--- src/rtl/step_pulse_gen.sv ---
// Stepper-motor STEP/DIR pulse generator.
// Converts a requested step period, enable and direction into STEP/DIR pins.
// STEP has a fixed high time and a minimum rising-edge spacing. DIR is held
// stable for a setup time before STEP rises. A signed position count is kept.
// All outputs are registered.
module step_pulse_gen #(
  parameter int WIDTH_WORK = 16,
  parameter int PULSE_W    = 100,
  parameter int DIR_SETUP  = 250,
  parameter int MIN_PERIOD = 200,  // must exceed PULSE_W so LOW is never empty
  parameter int POS_W      = 32
) (
  input  logic                    clk,
  input  logic                    rst,
  input  logic                    enable,
  input  logic                    dir_in,
  input  logic [WIDTH_WORK-1:0]   period,
  output logic                    drv_step,
  output logic                    drv_dir,
  output logic                    busy,
  output logic                    step_done,
  output logic signed [POS_W-1:0] position
);

  // The shared phase counter must hold the largest of the period word,
  // the setup time, the pulse width and the clamped minimum period.
  localparam int SETUP_BITS = $clog2(DIR_SETUP + 1);
  localparam int PULSE_BITS = $clog2(PULSE_W + 1);
  localparam int MINP_BITS  = $clog2(MIN_PERIOD + 1);
  localparam int MAX_A      = (SETUP_BITS > PULSE_BITS) ? SETUP_BITS : PULSE_BITS;
  localparam int MAX_B      = (MAX_A > MINP_BITS) ? MAX_A : MINP_BITS;
  localparam int CNT_W      = (WIDTH_WORK > MAX_B) ? WIDTH_WORK : MAX_B;

  localparam logic [CNT_W-1:0] MIN_P      = CNT_W'(MIN_PERIOD);
  localparam logic [CNT_W-1:0] PULSE_LOAD = CNT_W'(PULSE_W - 1);
  localparam logic [CNT_W-1:0] SETUP_LOAD = CNT_W'(DIR_SETUP - 1);
  localparam logic [CNT_W-1:0] LOW_TRIM   = CNT_W'(PULSE_W + 1);
  localparam logic signed [POS_W-1:0] POS_ONE = POS_W'(1);

  typedef enum logic [1:0] {
    ST_IDLE,
    ST_SETUP,
    ST_HIGH,
    ST_LOW
  } state_t;

  state_t state_reg;
  state_t state_next;

  logic [CNT_W-1:0]        cnt_reg;
  logic [CNT_W-1:0]        cnt_next;
  logic [CNT_W-1:0]        eff_reg;
  logic [CNT_W-1:0]        eff_next;
  logic                    drv_step_reg;
  logic                    drv_step_next;
  logic                    drv_dir_reg;
  logic                    drv_dir_next;
  logic                    step_done_reg;
  logic                    step_done_next;
  logic                    busy_reg;
  logic signed [POS_W-1:0] position_reg;
  logic signed [POS_W-1:0] position_next;

  logic             start;
  logic             dir_match;
  logic             cnt_zero;
  logic [CNT_W-1:0] period_ext;
  logic [CNT_W-1:0] eff_req;

  // A zero period means "no motion", so it never starts a step.
  assign start      = enable && (period != '0);
  assign dir_match  = (dir_in == drv_dir_reg);
  assign cnt_zero   = (cnt_reg == '0);
  assign period_ext = CNT_W'(period);
  // Clamp the requested period to the minimum STEP spacing.
  assign eff_req    = (period_ext < MIN_P) ? MIN_P : period_ext;

  // State and datapath registers. The reset is asynchronous, so STEP drops at once.
  always_ff @(posedge clk or posedge rst) begin
    if (rst) begin
      state_reg     <= ST_IDLE;
      cnt_reg       <= '0;
      eff_reg       <= '0;
      drv_step_reg  <= 1'b0;
      drv_dir_reg   <= 1'b0;
      step_done_reg <= 1'b0;
      busy_reg      <= 1'b0;
      position_reg  <= '0;
    end else begin
      state_reg     <= state_next;
      cnt_reg       <= cnt_next;
      eff_reg       <= eff_next;
      drv_step_reg  <= drv_step_next;
      drv_dir_reg   <= drv_dir_next;
      step_done_reg <= step_done_next;
      busy_reg      <= (state_next != ST_IDLE);
      position_reg  <= position_next;
    end
  end

  // Next-state logic. A direction change always goes through SETUP first.
  always_comb begin
    state_next = state_reg;
    case (state_reg)
      ST_IDLE: begin
        if (start) begin
          state_next = dir_match ? ST_HIGH : ST_SETUP;
        end
      end
      ST_SETUP: begin
        if (!enable) begin
          state_next = ST_IDLE;
        end else if (cnt_zero) begin
          state_next = (period != '0) ? ST_HIGH : ST_IDLE;
        end
      end
      ST_HIGH: begin
        if (cnt_zero) begin
          state_next = ST_LOW;
        end
      end
      ST_LOW: begin
        // LOW always runs to completion, so the minimum spacing is kept.
        if (cnt_zero) begin
          if (start) begin
            state_next = dir_match ? ST_HIGH : ST_SETUP;
          end else begin
            state_next = ST_IDLE;
          end
        end
      end
      default: state_next = ST_IDLE;
    endcase
  end

  // Output and counter updates, driven by which transition is being taken.
  always_comb begin
    cnt_next       = cnt_reg;
    eff_next       = eff_reg;
    drv_step_next  = drv_step_reg;
    drv_dir_next   = drv_dir_reg;
    step_done_next = 1'b0;
    position_next  = position_reg;
    if (state_next == ST_HIGH && state_reg != ST_HIGH) begin
      // A STEP rises now. Latch the spacing for this step only.
      drv_step_next = 1'b1;
      eff_next      = eff_req;
      cnt_next      = PULSE_LOAD;
    end else if (state_next == ST_SETUP && state_reg != ST_SETUP) begin
      // DIR changes here. STEP must wait DIR_SETUP cycles before it rises.
      drv_dir_next = dir_in;
      cnt_next     = SETUP_LOAD;
    end else if (state_next == ST_LOW && state_reg == ST_HIGH) begin
      // The pulse ends. LOW fills out the rest of the latched period.
      drv_step_next  = 1'b0;
      step_done_next = 1'b1;
      position_next  = drv_dir_reg ? (position_reg + POS_ONE) : (position_reg - POS_ONE);
      cnt_next       = eff_reg - LOW_TRIM;
    end else if (state_next == ST_IDLE) begin
      cnt_next = '0;
    end else if (!cnt_zero) begin
      cnt_next = cnt_reg - 1'b1;
    end
  end

  assign drv_step  = drv_step_reg;
  assign drv_dir   = drv_dir_reg;
  assign busy      = busy_reg;
  assign step_done = step_done_reg;
  assign position  = position_reg;

endmodule

--- config.mk ---
export PLATFORM = sky130hd
export DESIGN_NAME = step_pulse_gen
export DESIGN_NICKNAME = d
export VERILOG_FILES = /design/src/rtl/step_pulse_gen.sv
export SDC_FILE = /design/constraint.sdc
export NUM_CORES = 1
export LEC_CHECK = 0
export BUFFER_PORTS_ARGS = -buffer_cell sky130_fd_sc_hd__buf_2
export CAP_MARGIN = 20
export CORE_UTILIZATION = 55
export DETAILED_ROUTE_END_ITERATION = 6
export PLACE_DENSITY = 0.73
export SETUP_SLACK_MARGIN = 0.5
export SYNTH_ARGS = -nofsm -noshare
export SYNTH_HDL_FRONTEND = slang
export SYNTH_SLANG_ARGS = --single-unit
--- constraint.sdc ---
create_clock -name clk -period 4.83 [get_ports clk]
set_clock_uncertainty 0.1 [all_clocks]
set_input_delay 1.2075 -clock clk [delete_from_list [all_inputs] [get_ports clk]]
set_output_delay 1.2075 -clock clk [all_outputs]
set_load 0.02 [all_outputs]
==> summary.md <==
| Metric | Value |
|---|---|
| Critical path data required time | `4970 ps` |
| # Post-CTS Setup Buffers | `0` |
| Routed Wire Length | `10300 µm` |
| Worst R2R Start | `drv_dir$_DFFE_PP0P_` |
| Post-synth EDFFs | `0` |
| # resized after CTS | `0` |
| Post-DR wirelength/cell | `14.8 µm` |
| Vias after detailed routing | `4076` |
| Detailed placer's ending HPWL | `7470 µm` |
| Synth warn | `0` |
| Pwr Total | `3.80 mW` |
| DR DRC count | `0` |
| Drt initial violations | `149` |
| Clk buf depth | `2` |
| GRT Total Usage | `24.2%` |
| Drt pass-1 iters | `4` |
| PwrDens | `711 mW/mm²` |
| Initial antenna violation count | `0` |
| Remaining antenna violation count after routing | `0` |
| Final Setup Violations | `0` |
| Hold violation count in the final report | `0` |
| FFs w/ async S/R, synth | `100%` |
| WS Path Type | `flop to flop` |
| Final non-filler cell total | `695` |
| Synthesized area per cell | `9.02 µm²` |
| N_diodes | `0` |
| Cells after synthesis | `531` |
| RSZ-0062 raised after global routing | `no` |
| Clock sinks | `70` |
| Die area | `0.00909 mm²` |
| Nets | `638` |
| CP Launch Point | `drv_dir$_DFFE_PP0P_` |
| DIE WIDTH | `95.3 µm` |
| Status | `finished clean` |
| Root Driver | `clkbuf_8` |
| Critical Path Fanout Max | `27` |
| Setup ws final | `1070 ps` |
| GP Congestion | `0.830` |
| Lkg Pwr | `2.68 nW` |
| Synthesized flop and latch total | `70` |
| Worst IR drop on VDD | `0.000226 V` |
| Starting Density | `57.4%` |
| Slew Limit Fails | `0` |
| Fin crit share | `77.8%` |
| Fmax achieved | `266 MHz` |
| Min-Delay Path Class | `flop to flop` |
| Core area | `0.00834 mm²` |
| Top Ports | `56` |
| Synthesized Nets | `584` |
| Vias/cell | `5.86` |
| Core Rows | `33` |
| Setup TNS | `0 ps` |
| Min-delay src | `position[31]$_DFFE_PP0P_` |
| Commonest non-fill, non-tap cells in the layout | `nand2_1 (74), dfrtp_1 (70), buf_2 (55), o21ai_0 (41), ha_1 (32)` |
| CP startpoint kind | `flop` |
| Number of global-route vias before repair | `3763` |
| Buffers on Ports | `55` |
| Largest net degree at the start of global routing | `73` |
| Sequential area share after synthesis | `36.6%` |
| Final Util | `64.0%` |
| Dpl cells | `679` |
| WP data arrival | `3900 ps` |
| Area leader, netlist | `dfrtp_1` |
| Rel. slew slack | `35.8%` |
| Area grow syn2layout | `11.5%` |
| Worst-Margin Slew | `962 ps` |
| Smallest hold slack | `371 ps` |
| DP Worst Slack | `686 ps` |
| Post-DP Area | `0.00516 mm²` |
| Most common flop cell mapped by yosys | `dfrtp_1` |
| Post-synth cell types | `57` |
| Synth top area cells | `dfrtp_1 (37%), ha_1 (8.4%), nand2_1 (5.8%)` |
| Leading cell type in the layout, fill and taps excluded | `nand2_1` |
| Max cap viols | `0` |
| Clock Latency Late Sink | `350 ps` |
| CP Capture Type | `flop` |
| Die height | `95.3 µm` |
| Worst-path clk slew | `80 ps` |
| Layout cells sized above 1 | `16.8%` |
| Hold buffers post-CTS | `0` |
| Largest register FFs | `32` |
| Top cell type's share of synthesized area | `36.6%` |
| Total CTS buffers | `9` |
| Post-layout min period | `3760 ps` |
| Cell Area, Synth | `0.00479 mm²` |
| First-pass GRT wire length | `17200 µm` |
| Post-Layout Inst Area | `0.00534 mm²` |
| GRT Residual Overflow | `0` |
| H-tree depth | `3` |
| CTS tree | `built` |
## kinds of logic after synthesis
family / synth area share [%]
mux: 2.74
buf+inv: 2.82
simple gates: 18.3
compound gates: 22.2
fa+ha+maj: 8.78
flops: 36.6
xor+xnor: 8.59
## area by class of cell
class	count	area, µm²
clock inverters	5	35.0
multi-input cells	426	2900
repair buffers	59	305
flip-flops and latches	70	1750
inverters	19	71.3
fillers	716	3000
clock buffers	11	141
well taps	105	131
## routing by layer
metal / GRT usage, % / vias up / part of all wire, %
met5: 0 / - / 0
met4: 8.71 / 0 / 1.8
met3: 3.11 / 16 / 2.7
met2: 42.0 / 78 / 49
met1: 30.6 / 1926 / 46
li1: - / 2056 / -
## report_power, final
group | leakage [nW] | internal (mW) | switching [mW] | total, mW
clock network | 0.0893 | 0.201 | 0.234 | 0.435
logic | 1.68 | 1.04 | 1.35 | 2.38
registers | 0.913 | 0.781 | 0.197 | 0.978
## critical path, stage by stage, from the launching register on
cell and delay [ps]:
dfrtp_1 440, inv_1 300, buf_4 390, ha_1 360, a21o_1 200, a311oi_1 350, o21ai_0 130, a221oi_1 350
o21ai_0 250, a21oi_1 300, o21ai_0 150, a221o_1 310
## final timing paths
path	end	slack [ps]	cells past startpoint
hold / removal	position[31]$_DFFE_PP0P_	370	1
setup reg to reg	position[29]$_DFFE_PP0P_	1070	11
hold reg to reg	position[31]$_DFFE_PP0P_	370	1
min in group asynchronous	cnt_reg[11]$_DFFE_PP0P_	970	2
max in group asynchronous	position[19]$_DFFE_PP0P_	2780	3
setup / recovery	position[29]$_DFFE_PP0P_	1070	11
## cells in the mapped netlist, types with 3 or more instances
library cell   n
nand2_1       74
nor2b_1        3
a211oi_1       6
nor2_1        29
nand4_1        3
a31o_2         5
buf_2          3
mux2_2         9
a2bb2oi_1      5
inv_1         19
o21bai_1       3
nand3_1       13
o21a_1         9
a21oi_1       29
o31ai_1        6
clkbuf_1      13
or3_1          5
nor3b_1        5
a21o_1        18
and2_1         3
a221o_1        4
mux2i_1        3
ha_1          32
nor4_1         6
or4_1          6
a221oi_1       3
o21ai_0       41
nand2b_1       8
xor2_1        24
nor3_1        11
xnor2_1       23
dfrtp_1       70
and3_1         3
a31oi_1        5
o211ai_1       3
No activity file was read; power rests on OpenSTA's default activity.
